===== config.mk =====
export PLATFORM = sky130hd
export DESIGN_NAME = uart_tx_arbiter_flat
export DESIGN_NICKNAME = d
export VERILOG_FILES = /design/src/rtl/uart_tx_arbiter_if.sv /design/src/rtl/uart_tx_arbiter.sv /design/src/flat_wrapper.sv
export SDC_FILE = /design/constraint.sdc
export NUM_CORES = 1
export LEC_CHECK = 0
export CAP_MARGIN = 15
export CORE_MARGIN = 1.5
export CORE_UTILIZATION = 36
export CTS_CLUSTER_DIAMETER = 100
export DETAILED_ROUTE_END_ITERATION = 7
export HOLD_SLACK_MARGIN = 0.12
export PLACE_DENSITY_LB_ADDON = 0.25
export SETUP_SLACK_MARGIN = 0.05
export SLEW_MARGIN = 20
export SYNTH_ARGS = -nofsm -noshare
export SYNTH_HDL_FRONTEND = slang
export SYNTH_SLANG_ARGS = --single-unit

===== constraint.sdc =====
create_clock -name clk -period 1.6 [get_ports clk]
set_clock_uncertainty 0.05 [all_clocks]
set_input_delay 0.32 -clock clk [delete_from_list [all_inputs] [get_ports clk]]
set_output_delay 0.32 -clock clk [all_outputs]
set_load 0.02 [all_outputs]

===== src/rtl/uart_tx_arbiter_if.sv =====
// -----------------------------------------------------------------------------
// uart_tx_arbiter_if
//   Signal bundle that connects the requesters and the UART transmitter to
//   uart_tx_arbiter.
//
//   Modports
//     master : the arbiter. It drives req_ready, tx_start, tx_in, grant and
//              timeout_err. It samples req_valid, req_data and tx_dv.
//     slave  : the surrounding environment (requesters plus the transmitter),
//              seen from the other side of the same signals.
//
//   Signals
//     req_valid   [NUM_REQ]            per-requester byte-pending flag
//     req_data    [NUM_REQ*DATA_WIDTH] requester i's byte in [i*DATA_WIDTH +: DATA_WIDTH]
//     req_ready   [NUM_REQ]            one-hot acceptance pulse
//     tx_start                         one-cycle launch pulse to the transmitter
//     tx_in       [DATA_WIDTH]         byte presented to the transmitter
//     tx_dv                            transmitter idle flag (high = idle)
//     grant       [NUM_REQ]            one-hot owner of the current frame
//     timeout_err                      sticky "transmitter never started" flag
//     req_lock    [NUM_REQ]            only when UART_TX_ARB_LOCK_EN is defined
//
//   Build option: define UART_TX_ARB_LOCK_EN to add req_lock.
// -----------------------------------------------------------------------------
interface uart_tx_arbiter_if #(
  parameter int NUM_REQ    = 4,
  parameter int DATA_WIDTH = 8
);
  logic [NUM_REQ-1:0]            req_valid;
  logic [NUM_REQ*DATA_WIDTH-1:0] req_data;
  logic [NUM_REQ-1:0]            req_ready;
  logic                          tx_start;
  logic [DATA_WIDTH-1:0]         tx_in;
  logic                          tx_dv;
  logic [NUM_REQ-1:0]            grant;
  logic                          timeout_err;
`ifdef UART_TX_ARB_LOCK_EN
  logic [NUM_REQ-1:0]            req_lock;

  modport master (
    input  req_valid, req_data, tx_dv, req_lock,
    output req_ready, tx_start, tx_in, grant, timeout_err
  );

  modport slave (
    output req_valid, req_data, tx_dv, req_lock,
    input  req_ready, tx_start, tx_in, grant, timeout_err
  );
`else
  modport master (
    input  req_valid, req_data, tx_dv,
    output req_ready, tx_start, tx_in, grant, timeout_err
  );

  modport slave (
    output req_valid, req_data, tx_dv,
    input  req_ready, tx_start, tx_in, grant, timeout_err
  );
`endif
endinterface


===== src/rtl/uart_tx_arbiter.sv =====
// -----------------------------------------------------------------------------
// uart_tx_arbiter
//   Round-robin arbiter that lets NUM_REQ requesters share one UART
//   transmitter. Each accepted byte is latched and launched with a one-cycle
//   tx_start pulse. The block then follows the transmitter's tx_dv (idle) flag
//   through the frame. If the transmitter never drops tx_dv within
//   START_TIMEOUT cycles of the launch, the byte is dropped and the sticky
//   timeout_err flag is set.
//
//   Ports
//     clk  : single clock, all logic on posedge
//     rst  : synchronous, active-high reset
//     bus  : uart_tx_arbiter_if.master (requester and transmitter signals)
//
//   Parameters
//     NUM_REQ       : number of requesters (2..8)
//     DATA_WIDTH    : byte width handed to the transmitter
//     START_TIMEOUT : cycles allowed for tx_dv to fall after tx_start
//
//   Build option: define UART_TX_ARB_LOCK_EN to add req_lock. A requester
//   whose lock bit is set when its byte is accepted is preferred on the next
//   selection, as long as it is still valid.
//
//   state     | meaning
//   ----------+-------------------------------------------------------------
//   IDLE      | waiting for a valid request while the transmitter is idle
//   LAUNCH    | byte latched; pulse tx_start this cycle
//   WAIT_BUSY | waiting for the transmitter to drop tx_dv (timeout armed)
//   WAIT_DONE | frame in flight; waiting for tx_dv to return high
// -----------------------------------------------------------------------------
module uart_tx_arbiter #(
  parameter int NUM_REQ       = 4,
  parameter int DATA_WIDTH    = 8,
  parameter int START_TIMEOUT = 32
) (
  input  logic                  clk,
  input  logic                  rst,
  uart_tx_arbiter_if.master     bus
);

  localparam int IDX_W = (NUM_REQ > 1) ? $clog2(NUM_REQ) : 1;
  // One extra bit so that rr_ptr + k cannot overflow before the wrap.
  localparam int SUM_W = IDX_W + 1;
  localparam int CNT_W = $clog2(START_TIMEOUT + 1);

  localparam logic [1:0] IDLE      = 2'd0;
  localparam logic [1:0] LAUNCH    = 2'd1;
  localparam logic [1:0] WAIT_BUSY = 2'd2;
  localparam logic [1:0] WAIT_DONE = 2'd3;

  localparam logic [IDX_W-1:0] LAST_IDX = IDX_W'(NUM_REQ - 1);
  localparam logic [CNT_W-1:0] CNT_LAST = CNT_W'(START_TIMEOUT - 1);

  logic [1:0]             state;
  logic [IDX_W-1:0]       rr_ptr;
  logic [IDX_W-1:0]       gnt_idx;
  logic [CNT_W-1:0]       cnt;

  logic [NUM_REQ-1:0]     req_ready_q;
  logic [NUM_REQ-1:0]     grant_q;
  logic                   tx_start_q;
  logic [DATA_WIDTH-1:0]  tx_in_q;
  logic                   timeout_q;

  logic [SUM_W-1:0]       cand;
  logic [IDX_W-1:0]       rr_idx;
  logic                   rr_found;
  logic [IDX_W-1:0]       sel_idx;
  logic [NUM_REQ-1:0]     sel_onehot;
  logic [DATA_WIDTH-1:0]  sel_data;
  logic                   accept;

  // Round-robin search. Start one past the last requester that completed a
  // frame and take the first valid requester, wrapping modulo NUM_REQ.
  always_comb begin
    cand     = '0;
    rr_idx   = '0;
    rr_found = 1'b0;
    for (int k = 1; k <= NUM_REQ; k++) begin
      cand = {1'b0, rr_ptr} + SUM_W'(k);
      if (cand >= SUM_W'(NUM_REQ)) begin
        cand = cand - SUM_W'(NUM_REQ);
      end
      if (!rr_found && bus.req_valid[cand[IDX_W-1:0]]) begin
        rr_found = 1'b1;
        rr_idx   = cand[IDX_W-1:0];
      end
    end
  end

`ifdef UART_TX_ARB_LOCK_EN
  logic             lock_on;
  logic [IDX_W-1:0] lock_idx;

  // A locked requester jumps the round-robin order only while it is valid.
  always_comb begin
    sel_idx = rr_idx;
    if (lock_on && bus.req_valid[lock_idx]) begin
      sel_idx = lock_idx;
    end
  end

  // Lock state is refreshed on every acceptance. It is taken from the lock bit
  // that belongs to the requester whose byte was just taken.
  always_ff @(posedge clk) begin
    if (rst) begin
      lock_on  <= 1'b0;
      lock_idx <= '0;
    end else if (accept) begin
      lock_on  <= bus.req_lock[sel_idx];
      lock_idx <= sel_idx;
    end
  end
`else
  assign sel_idx = rr_idx;
`endif

  assign sel_onehot = NUM_REQ'(1) << sel_idx;
  assign sel_data   = bus.req_data[int'(sel_idx)*DATA_WIDTH +: DATA_WIDTH];

  // Requests are only looked at in IDLE. Changes to req_valid at any other
  // time have no effect.
  assign accept = (state == IDLE) && bus.tx_dv && rr_found;

  always_ff @(posedge clk) begin
    if (rst) begin
      state       <= IDLE;
      rr_ptr      <= LAST_IDX;
      gnt_idx     <= '0;
      cnt         <= '0;
      req_ready_q <= '0;
      grant_q     <= '0;
      tx_start_q  <= 1'b0;
      tx_in_q     <= '0;
      timeout_q   <= 1'b0;
    end else begin
      req_ready_q <= '0;
      tx_start_q  <= 1'b0;
      case (state)
        IDLE: begin
          if (accept) begin
            gnt_idx     <= sel_idx;
            grant_q     <= sel_onehot;
            req_ready_q <= sel_onehot;
            tx_in_q     <= sel_data;
            state       <= LAUNCH;
          end
        end
        LAUNCH: begin
          tx_start_q <= 1'b1;
          cnt        <= '0;
          state      <= WAIT_BUSY;
        end
        WAIT_BUSY: begin
          // The transmitter starting wins over a timeout in the same cycle.
          if (!bus.tx_dv) begin
            state <= WAIT_DONE;
          end else if (cnt == CNT_LAST) begin
            // The byte is dropped. rr_ptr is left alone, so the same requester
            // is still next in line.
            timeout_q <= 1'b1;
            grant_q   <= '0;
            state     <= IDLE;
          end else begin
            cnt <= cnt + 1'b1;
          end
        end
        WAIT_DONE: begin
          if (bus.tx_dv) begin
            rr_ptr  <= gnt_idx;
            grant_q <= '0;
            state   <= IDLE;
          end
        end
        default: state <= IDLE;
      endcase
    end
  end

  assign bus.req_ready   = req_ready_q;
  assign bus.grant       = grant_q;
  assign bus.tx_start    = tx_start_q;
  assign bus.tx_in       = tx_in_q;
  assign bus.timeout_err = timeout_q;

  a_grant_onehot: assert property (@(posedge clk) disable iff (rst)
    $onehot0(grant_q));
  a_ready_onehot: assert property (@(posedge clk) disable iff (rst)
    $onehot0(req_ready_q));
  a_ready_then_start: assert property (@(posedge clk) disable iff (rst)
    (|req_ready_q) |=> tx_start_q);

endmodule


===== src/flat_wrapper.sv =====
// flat-port wrapper written by rule: the top's interface ports become plain ports
module uart_tx_arbiter_flat 
#(
  parameter int NUM_REQ       = 4,
  parameter int DATA_WIDTH    = 8,
  parameter int START_TIMEOUT = 32
)
  (clk, rst, bus_req_valid, bus_req_data, bus_tx_dv, bus_req_ready, bus_tx_start, bus_tx_in, bus_grant, bus_timeout_err);
  uart_tx_arbiter_if #(.NUM_REQ(NUM_REQ), .DATA_WIDTH(DATA_WIDTH)) bus_i ();
  input  logic clk;
  input  logic rst;
  input wire logic [$bits(bus_i.req_valid)-1:0] bus_req_valid;
  input wire logic [$bits(bus_i.req_data)-1:0] bus_req_data;
  input wire logic [$bits(bus_i.tx_dv)-1:0] bus_tx_dv;
  output wire logic [$bits(bus_i.req_ready)-1:0] bus_req_ready;
  output wire logic [$bits(bus_i.tx_start)-1:0] bus_tx_start;
  output wire logic [$bits(bus_i.tx_in)-1:0] bus_tx_in;
  output wire logic [$bits(bus_i.grant)-1:0] bus_grant;
  output wire logic [$bits(bus_i.timeout_err)-1:0] bus_timeout_err;
  assign bus_i.req_valid = bus_req_valid;
  assign bus_i.req_data = bus_req_data;
  assign bus_i.tx_dv = bus_tx_dv;
  assign bus_req_ready = bus_i.req_ready;
  assign bus_tx_start = bus_i.tx_start;
  assign bus_tx_in = bus_i.tx_in;
  assign bus_grant = bus_i.grant;
  assign bus_timeout_err = bus_i.timeout_err;
  uart_tx_arbiter #(.NUM_REQ(NUM_REQ), .DATA_WIDTH(DATA_WIDTH), .START_TIMEOUT(START_TIMEOUT)) u_core (.clk(clk), .rst(rst), .bus(bus_i));
endmodule

==> impl_metrics.yaml, run 1 <==
clocking:
  numClockSinks: 30
  htree_levels: 2
  path_clk_slew_ns: 0.06
  cts_made_buffers: 5
  cts_tree: "built"
  postCtsHoldBufs: 0
  clockBufferDepth: 2
  clock-root-buffer: "clkbuf_8"
  clkLatencyLatePin_ns: 0.28
floorplanning:
  start_util_pct: 37.64
  fp-row-count: 24
  core-area_sq_um: 4354
  io_pins: 57
  die_height_microns: 70.48
  die_w_microns: 70.48
  dieArea_sq_um: 4967
sta:
  setup_viol_count_final: 5
  holdWs_ns: 0.4012
  hold_viol_final: 0
  drv_slew: 0
  fin_crit_sh_pct: 102.5
  tns_ns: -0.1389
  rsz0062_at_grt: "yes"
  min_period_ns: 1.640
  relSlewSlack_pct: 75.20
  timing.fmax_mhz: 609.7
  finalWorstSetupSlack_ns: -0.04002
  tightest_slew_ns: 0.3712
global_route:
  grt_first_pass_wirelength_microns: 6630
  grt-ovfl-total: 0
  grt_max_degree: 24
  antenna_found_initial: 0
  grtUsageTotal_pct: 16.73
  grt_pass1_vias: 1522
routing:
  final_antenna_net_count: 0
  first_pass_iters: 4
  drtIter0Drc: 37
  wl_per_cell_microns: 13.35
  routed_wl_microns: 3991
  vias: 1496
  viasPerCell: 5.003
  drc_errors: 0
place:
  gp_congestion: 0.8053
  post-place-ws_ns: -0.5583
  io_buffers: 56
  hpwl_microns: 2852
  placedInstanceArea_sq_um: 2445
yosys:
  synth_top_family_by_area: "compound AO/OA/AOI/OAI gates"
  ys_warn_count: 0
  syn_nets: 202
  synthMuxAreaShare_pct: 6.718
  ys_top_cells_by_area: "dfxtp_1, a211oi_2, mux2i_1, o21bai_1, nor3b_1"
  synth_compound_area_share_pct: 30.00
  synth_area_sq_um: 1639
  syn_area_per_cell_sq_um: 10.12
  ys_async_sr_fraction_pct: 0
  synth-simple-area-share_pct: 18.78
  synth-seq-cells: 30
  yosys.area.top_type: "dfxtp_1"
  yosysTopAreaCellShare_pct: 36.64
  synthAdderAreaFrac_pct: 0.7634
  synth_xor_area_share_pct: 1.603
  ys_seq_area_share_pct: 36.64
  synth.distinct_cells: 46
  synth.most_common_cell: "dfxtp_1"
  synth_edf_count: 0
  synthFlopType: "dfxtp_1"
  synthCells: 162
  synth_common_cells: "dfxtp_1, a211oi_2, mux2i_1, nor2_1, o21bai_1"
worst_setup_path:
  worst_path_largest_cell_delay_ns: 0.38
  cp_max_fo: 10
  crit_family: "flip-flops"
  critical_path_arrival_ns: 1.79
  path_buf_inv: 1
  path_class: "reg -> reg"
  startpoint_type: "flop"
  critPathSlowestCell: "dfxtp_4"
  required_ns: 1.75
  crit_path_frequent_cell: "mux2i_2"
  cp-end-kind: "flop"
  crit_chain: "mux2i_2 > o22ai_2 > or2_4 > buf_12 > mux2i_2 > a211oi_2"
layout:
  diodes: 0
  multi_input_area_sq_um: 1040
  drive_above_1_share_pct: 34.41
  fillCellCount: 376
  area_growth_pct: 62.14
  regArea_sq_um: 606.8
  final_net_count: 286
  final_area_sq_um: 2658
hold_path:
  hold_path_class: "reg -> reg"
power:
  ir_worst_vdd_mv: 0.3652
  power_w: 0.002139
  power.leakage_nw: 1.129
  powerDensity_nw_per_um2: 804.7
run:
  maxCapViolCount: 0
run_status:
  violations: "setup timing"
  status: "complete, but fails checks"
==> final timing paths <==
| kind | startpoint | to | slack, ns | cells past startpoint |
|---|---|---|---|---|
| max | u_core.rr_ptr[1] | u_core.bus.tx_in[5] | -0.04 | 6 |
| min | u_core.bus.grant[2] | u_core.bus.grant[2] | 0.40 | 1 |
| max reg2reg | u_core.rr_ptr[1] | u_core.bus.tx_in[5] | -0.04 | 6 |
| min reg2reg | u_core.bus.grant[2] | u_core.bus.grant[2] | 0.40 | 1 |
==> cells in the final DEF, fill, tap and decap left out, types with 2 or more instances in the layout <==
| cell | netlist | routed |
|---|---|---|
| nor3_1 | 2 | 2 |
| mux2i_1 | 11 | 5 |
| clkbuf_8 | 0 | 5 |
| buf_12 | 1 | 3 |
| mux2i_2 | 0 | 6 |
| dlygate4sd2_1 | 0 | 22 |
| nand2b_1 | 6 | 5 |
| dfxtp_2 | 0 | 2 |
| dfxtp_1 | 30 | 27 |
| xnor2_1 | 2 | 2 |
| nor3b_2 | 2 | 2 |
| nor4_4 | 1 | 2 |
| inv_1 | 5 | 5 |
| clkinv_2 | 0 | 2 |
| o21bai_1 | 9 | 9 |
| clkdlybuf4s50_1 | 0 | 33 |
| nor2_1 | 11 | 10 |
| o211ai_1 | 2 | 2 |
| nor3b_1 | 8 | 8 |
| nand3_1 | 3 | 2 |
| a211oi_2 | 16 | 15 |
| nand2_1 | 6 | 6 |
| o21ai_0 | 3 | 2 |
| a21oi_1 | 6 | 5 |
| a21o_1 | 4 | 4 |
| buf_4 | 0 | 25 |
==> routing by layer <==
layer	track usage [%]	vias to the layer above	wire length, microns
li1	-	765	-
met1	20.00	679	1769
met2	27.88	46	1926
met3	6.638	6	258
met4	4.274	0	38
met5	0	-	0
==> stage by stage <==
stage | instances | utilization [%]
after floorplan | 162 | -
after global placement | 288 | 56.15
after detailed placement | 288 | 56.15
after CTS | 297 | 59.74
after global routing | 299 | 61.03
final | 299 | 61.03
==> layout make-up <==
type                       instances  area share [%]
multi-input combinational        117           39.12
timing repair buffer              86           30.65
sequential                        30           22.83
clock buffer                       5           2.589
tap                               52           2.448
clock inverter                     3           1.507
inverter                           6          0.8475
==> kinds of logic after synthesis <==
| logic type | count (synthesis) |
|---|---|
| compound gates | 54 |
| xor+xnor | 3 |
| fa+ha+maj | 1 |
| buf+inv | 15 |
| flops | 30 |
| mux | 11 |
| simple gates | 48 |
==> registers in the layout, indices dropped and copies added, names as in the netlist <==
register and flops:
u_core.gnt_idx 2, u_core.rr_ptr 2, u_core.state 2, u_core.bus.grant 4, u_core.bus.req_ready 4, u_core.bus.tx_start 1, u_core.bus.tx_in 8, u_core.bus.timeout_err 1
u_core.cnt 6
==> report_power, final <==
| group | internal (W) | switching (W) | leakage [nW] |
|---|---|---|---|
| registers | 0.000792 | 0.0000270 | 0.246 |
| clock network | 0.000458 | 0.000287 | 0.0579 |
| logic | 0.000308 | 0.000267 | 0.826 |
==> worst reg2reg max path, delay by kind of cell (launching register included) <==
family / cells / cell delay, ns
buffers and inverters: 1 / 0.16
multiplexers: 2 / 0.39
AND/OR/NAND/NOR: 1 / 0.29
AO/OA/AOI/OAI: 2 / 0.29
flip-flops: 1 / 0.38
==> repair_timing <==
| item | in CTS | in global routing |
|---|---|---|
| buffers inserted | 0 | 2 |
| cloned | 1 | 0 |
| endpoints found under the setup margin | 37 | 17 |
| hold endpoints to repair | 0 | 0 |
| resized for setup | 34 | 15 |
| pin swaps | 4 | 11 |
(Power assumes the default switching activity.)
==> run 2, diff against run 1 <==
--- a/config.mk
+++ b/config.mk
@@ -5,8 +5,9 @@
 export SDC_FILE = /design/constraint.sdc
 export NUM_CORES = 1
 export LEC_CHECK = 0
+export ABC_AREA = 1
 export CAP_MARGIN = 15
-export CORE_MARGIN = 1.5
+export CORE_MARGIN = 10
 export CORE_UTILIZATION = 36
 export CTS_CLUSTER_DIAMETER = 100
 export DETAILED_ROUTE_END_ITERATION = 7
==> run 2 against run 1 <==
Against the previous run: the run still ends with setup timing left; total power increased by 79%; synthesized cell count increased by 81%; count of clock-buffer cells in the layout increased by 1; critical endpoint is now u_core.bus.tx_in[4]; largest power group is now combinational cells.
==> impl_metrics.yaml, run 2 <==
place:
  dpl.cell_count: 437
  post-place-ws_ns: -0.6209
  hpwl_microns: 4053
  placedInstanceArea_sq_um: 2683
  gp_congestion: 0.8329
  io_buffers: 56
hold_path:
  hold_path_class: "reg -> reg"
  hp-start: "u_core.bus.timeout_err"
  worst_hold_path.num_cells: 2
  holdPathEnd: "u_core.bus.timeout_err"
layout:
  diodes: 0
  drive_above_1_share_pct: 41.79
  layout_common_cells: "nand2_1, clkdlybuf4s50_1, buf_4"
  final_common_cell: "nand2_1"
  final_area_sq_um: 3513
  area_growth_pct: 89.60
  stdcell_count: 472
  largest_reg_flops: 8
  final_net_count: 442
yosys:
  synth_edf_count: 0
  syn_area_per_cell_sq_um: 6.324
  synthAdderAreaFrac_pct: 0.6752
  synth_common_cells: "nand2_1, nand3_1, nor2_1"
  synthCells: 293
  ys_warn_count: 0
  synth-seq-cells: 30
  synth_top_family_by_area: "simple AND/OR/NAND/NOR gates"
  synth.distinct_cells: 26
  synth_compound_area_share_pct: 7.427
  yosys.area.top_type: "dfxtp_1"
  ys_top_cells_by_area: "dfxtp_1, nand2_1, nand3_1, nor2_1, nand2_2"
  yosysTopAreaCellShare_pct: 32.41
  synth-simple-area-share_pct: 49.70
  synth_xor_area_share_pct: 0
  synth_area_sq_um: 1853
  ys_async_sr_fraction_pct: 0
  synthMuxAreaShare_pct: 0
  ys_seq_area_share_pct: 32.41
  synthFlopType: "dfxtp_1"
  syn_nets: 333
  synth.most_common_cell: "nand2_1"
power:
  power_frac_comb_pct: 54.6
  p_sw_w: 0.001493
  switching_share_pct: 39.05
  clkPwrFrac_pct: 20.6
  ir_worst_vdd_mv: 0.4917
  powerDensity_nw_per_um2: 1088
  power_w: 0.003823
  intPower_w: 0.002330
  power.leakage_nw: 1.658
  seqPwrFrac_pct: 24.8
global_route:
  grt-ovfl-total: 0
  grt_max_degree: 16
  antenna_found_initial: 0
  grtUsageTotal_pct: 14.35
  grt_pass1_vias: 2198
  grt_first_pass_wirelength_microns: 10120
routing:
  drtIter0Drc: 84
  vias: 2344
  drc_errors: 0
  first_pass_iters: 5
  wl_per_cell_microns: 14.76
  viasPerCell: 4.966
  routed_wl_microns: 6966
  final_antenna_net_count: 0
worst_setup_path:
  required_ns: 1.76
  reg2reg_to: "u_core.bus.tx_in[4]"
  startpoint_type: "flop"
  path_class: "reg -> reg"
  cp-end-kind: "flop"
  r2r_start: "u_core.rr_ptr[0]"
  r2r_setup_slack_ns: -0.40
  critical_path_arrival_ns: 2.16
  ff2ff_path_depth: 14
  cp_max_fo: 8
clocking:
  path_clk_slew_ns: 0.06
  cts_tree: "built"
  numClockSinks: 30
  postCtsHoldBufs: 0
  clockBufferDepth: 2
  cts_made_buffers: 5
  htree_levels: 2
  clock-root-buffer: "clkbuf_8"
  clkLatencyLatePin_ns: 0.28
run_status:
  violations: "setup timing"
  status: "complete, but fails checks"
sta:
  holdWs_ns: 0.4158
  relSlewSlack_pct: 75.24
  timing.fmax_mhz: 500.7
  fin_crit_sh_pct: 124.8
  min_period_ns: 1.997
  setup_viol_count_final: 25
  rsz0062_at_grt: "yes"
  drv_slew: 0
  hold_viol_final: 0
  tightest_slew_ns: 0.3701
  finalWorstSetupSlack_ns: -0.3972
floorplanning:
  die_w_microns: 91.75
  start_util_pct: 36.75
  fp-row-count: 26
  core-area_sq_um: 5042
  dieArea_sq_um: 8417
  die_height_microns: 91.75
  io_pins: 57
run:
  maxCapViolCount: 0
-- run 2: changes by cell type after synthesis, moves of 6 or more --
cell	before	now
nand2b_1	6	0
mux2i_1	11	0
nand3_1	3	39
nor2_2	0	6
a211oi_2	16	1
nand2_1	6	99
o21bai_1	9	0
nand2_2	0	15
nor2_1	11	32
inv_1	5	21
nor3b_1	8	1
-- run 2: power by group through the flow --
stage	Sequential (W)	Clock [W]	Combinational, W
after floorplan	0.00103	0	0.000796
after global routing	0.000964	0.000830	0.00225
after global placement	0.000950	0	0.00146
final	0.000949	0.000786	0.00209
after detailed placement	0.000950	0	0.00146
after CTS	0.000943	0.000788	0.00172
-- run 2: worst max-delay path by stage --
stage,from,endpoint,slack (ns),cells past startpoint
floorplan,u_core.rr_ptr[0],u_core.bus.tx_in[0],-0.1,16
global placement,bus_req_valid[1],u_core.bus.tx_in[1],-0.60,13
detailed placement,bus_req_valid[1],u_core.bus.tx_in[4],-0.62,13
CTS,u_core.rr_ptr[0],u_core.bus.tx_in[1],-0.24,14
global route,u_core.rr_ptr[0],u_core.bus.tx_in[4],-0.52,13
finish,u_core.rr_ptr[0],u_core.bus.tx_in[4],-0.40,14
-- run 2: what timing repair did --
item / CTS / global route
pin swaps: 38 / 31
endpoints found under the setup margin: 44 / 26
buffers inserted: 17 / 10
cloned: 3 / 0
resized for setup: 92 / 60
-- run 2: metal layers --
layer / global-route usage, % / wire, microns
met1: 16.04 / 2722
met2: 24.35 / 3590
met3: 6.438 / 567
met4: 3.599 / 86
met5: 0 / 0
-- run 2: worst max-delay path: stages, from the launching register on --
cell and delay (ns):
dfxtp_4 0.37, buf_12 0.15, nand2_4 0.06, nand2_4 0.07, nand2_1 0.10, nand2_1 0.08
nand2_2 0.12, nand2_2 0.09, nand2_4 0.11, nand2_4 0.06, nor2_4 0.24, nand3_1 0.15
nand3_2 0.11, nor2_1 0.05, nor2_1 0.11
-- run 2: kinds of logic after synthesis --
group / Yosys count
AO/OA/AOI/OAI: 23
adder cells (fa/ha/maj): 1
buffers and inverters: 36
flip-flops: 30
AND/OR/NAND/NOR: 203
-- run 2: cell type report --
class / instances / area (sq um)
fill: 386 / 1529
multi-input combinational: 229 / 1491
sequential: 30 / 615.6
clock buffer: 6 / 82.58
tap: 70 / 87.58
inverter: 26 / 115.1
clock inverter: 1 / 30.03
timing repair buffer: 110 / 1091
-- run 2: stage by stage --
stage                     utilization, %  setup TNS (ns)
after floorplan                        -         -0.8280
final                              69.68          -6.061
after global placement             53.20          -9.996
after CTS                          63.15          -3.695
after global routing               69.68          -8.415
after detailed placement           53.20          -10.59
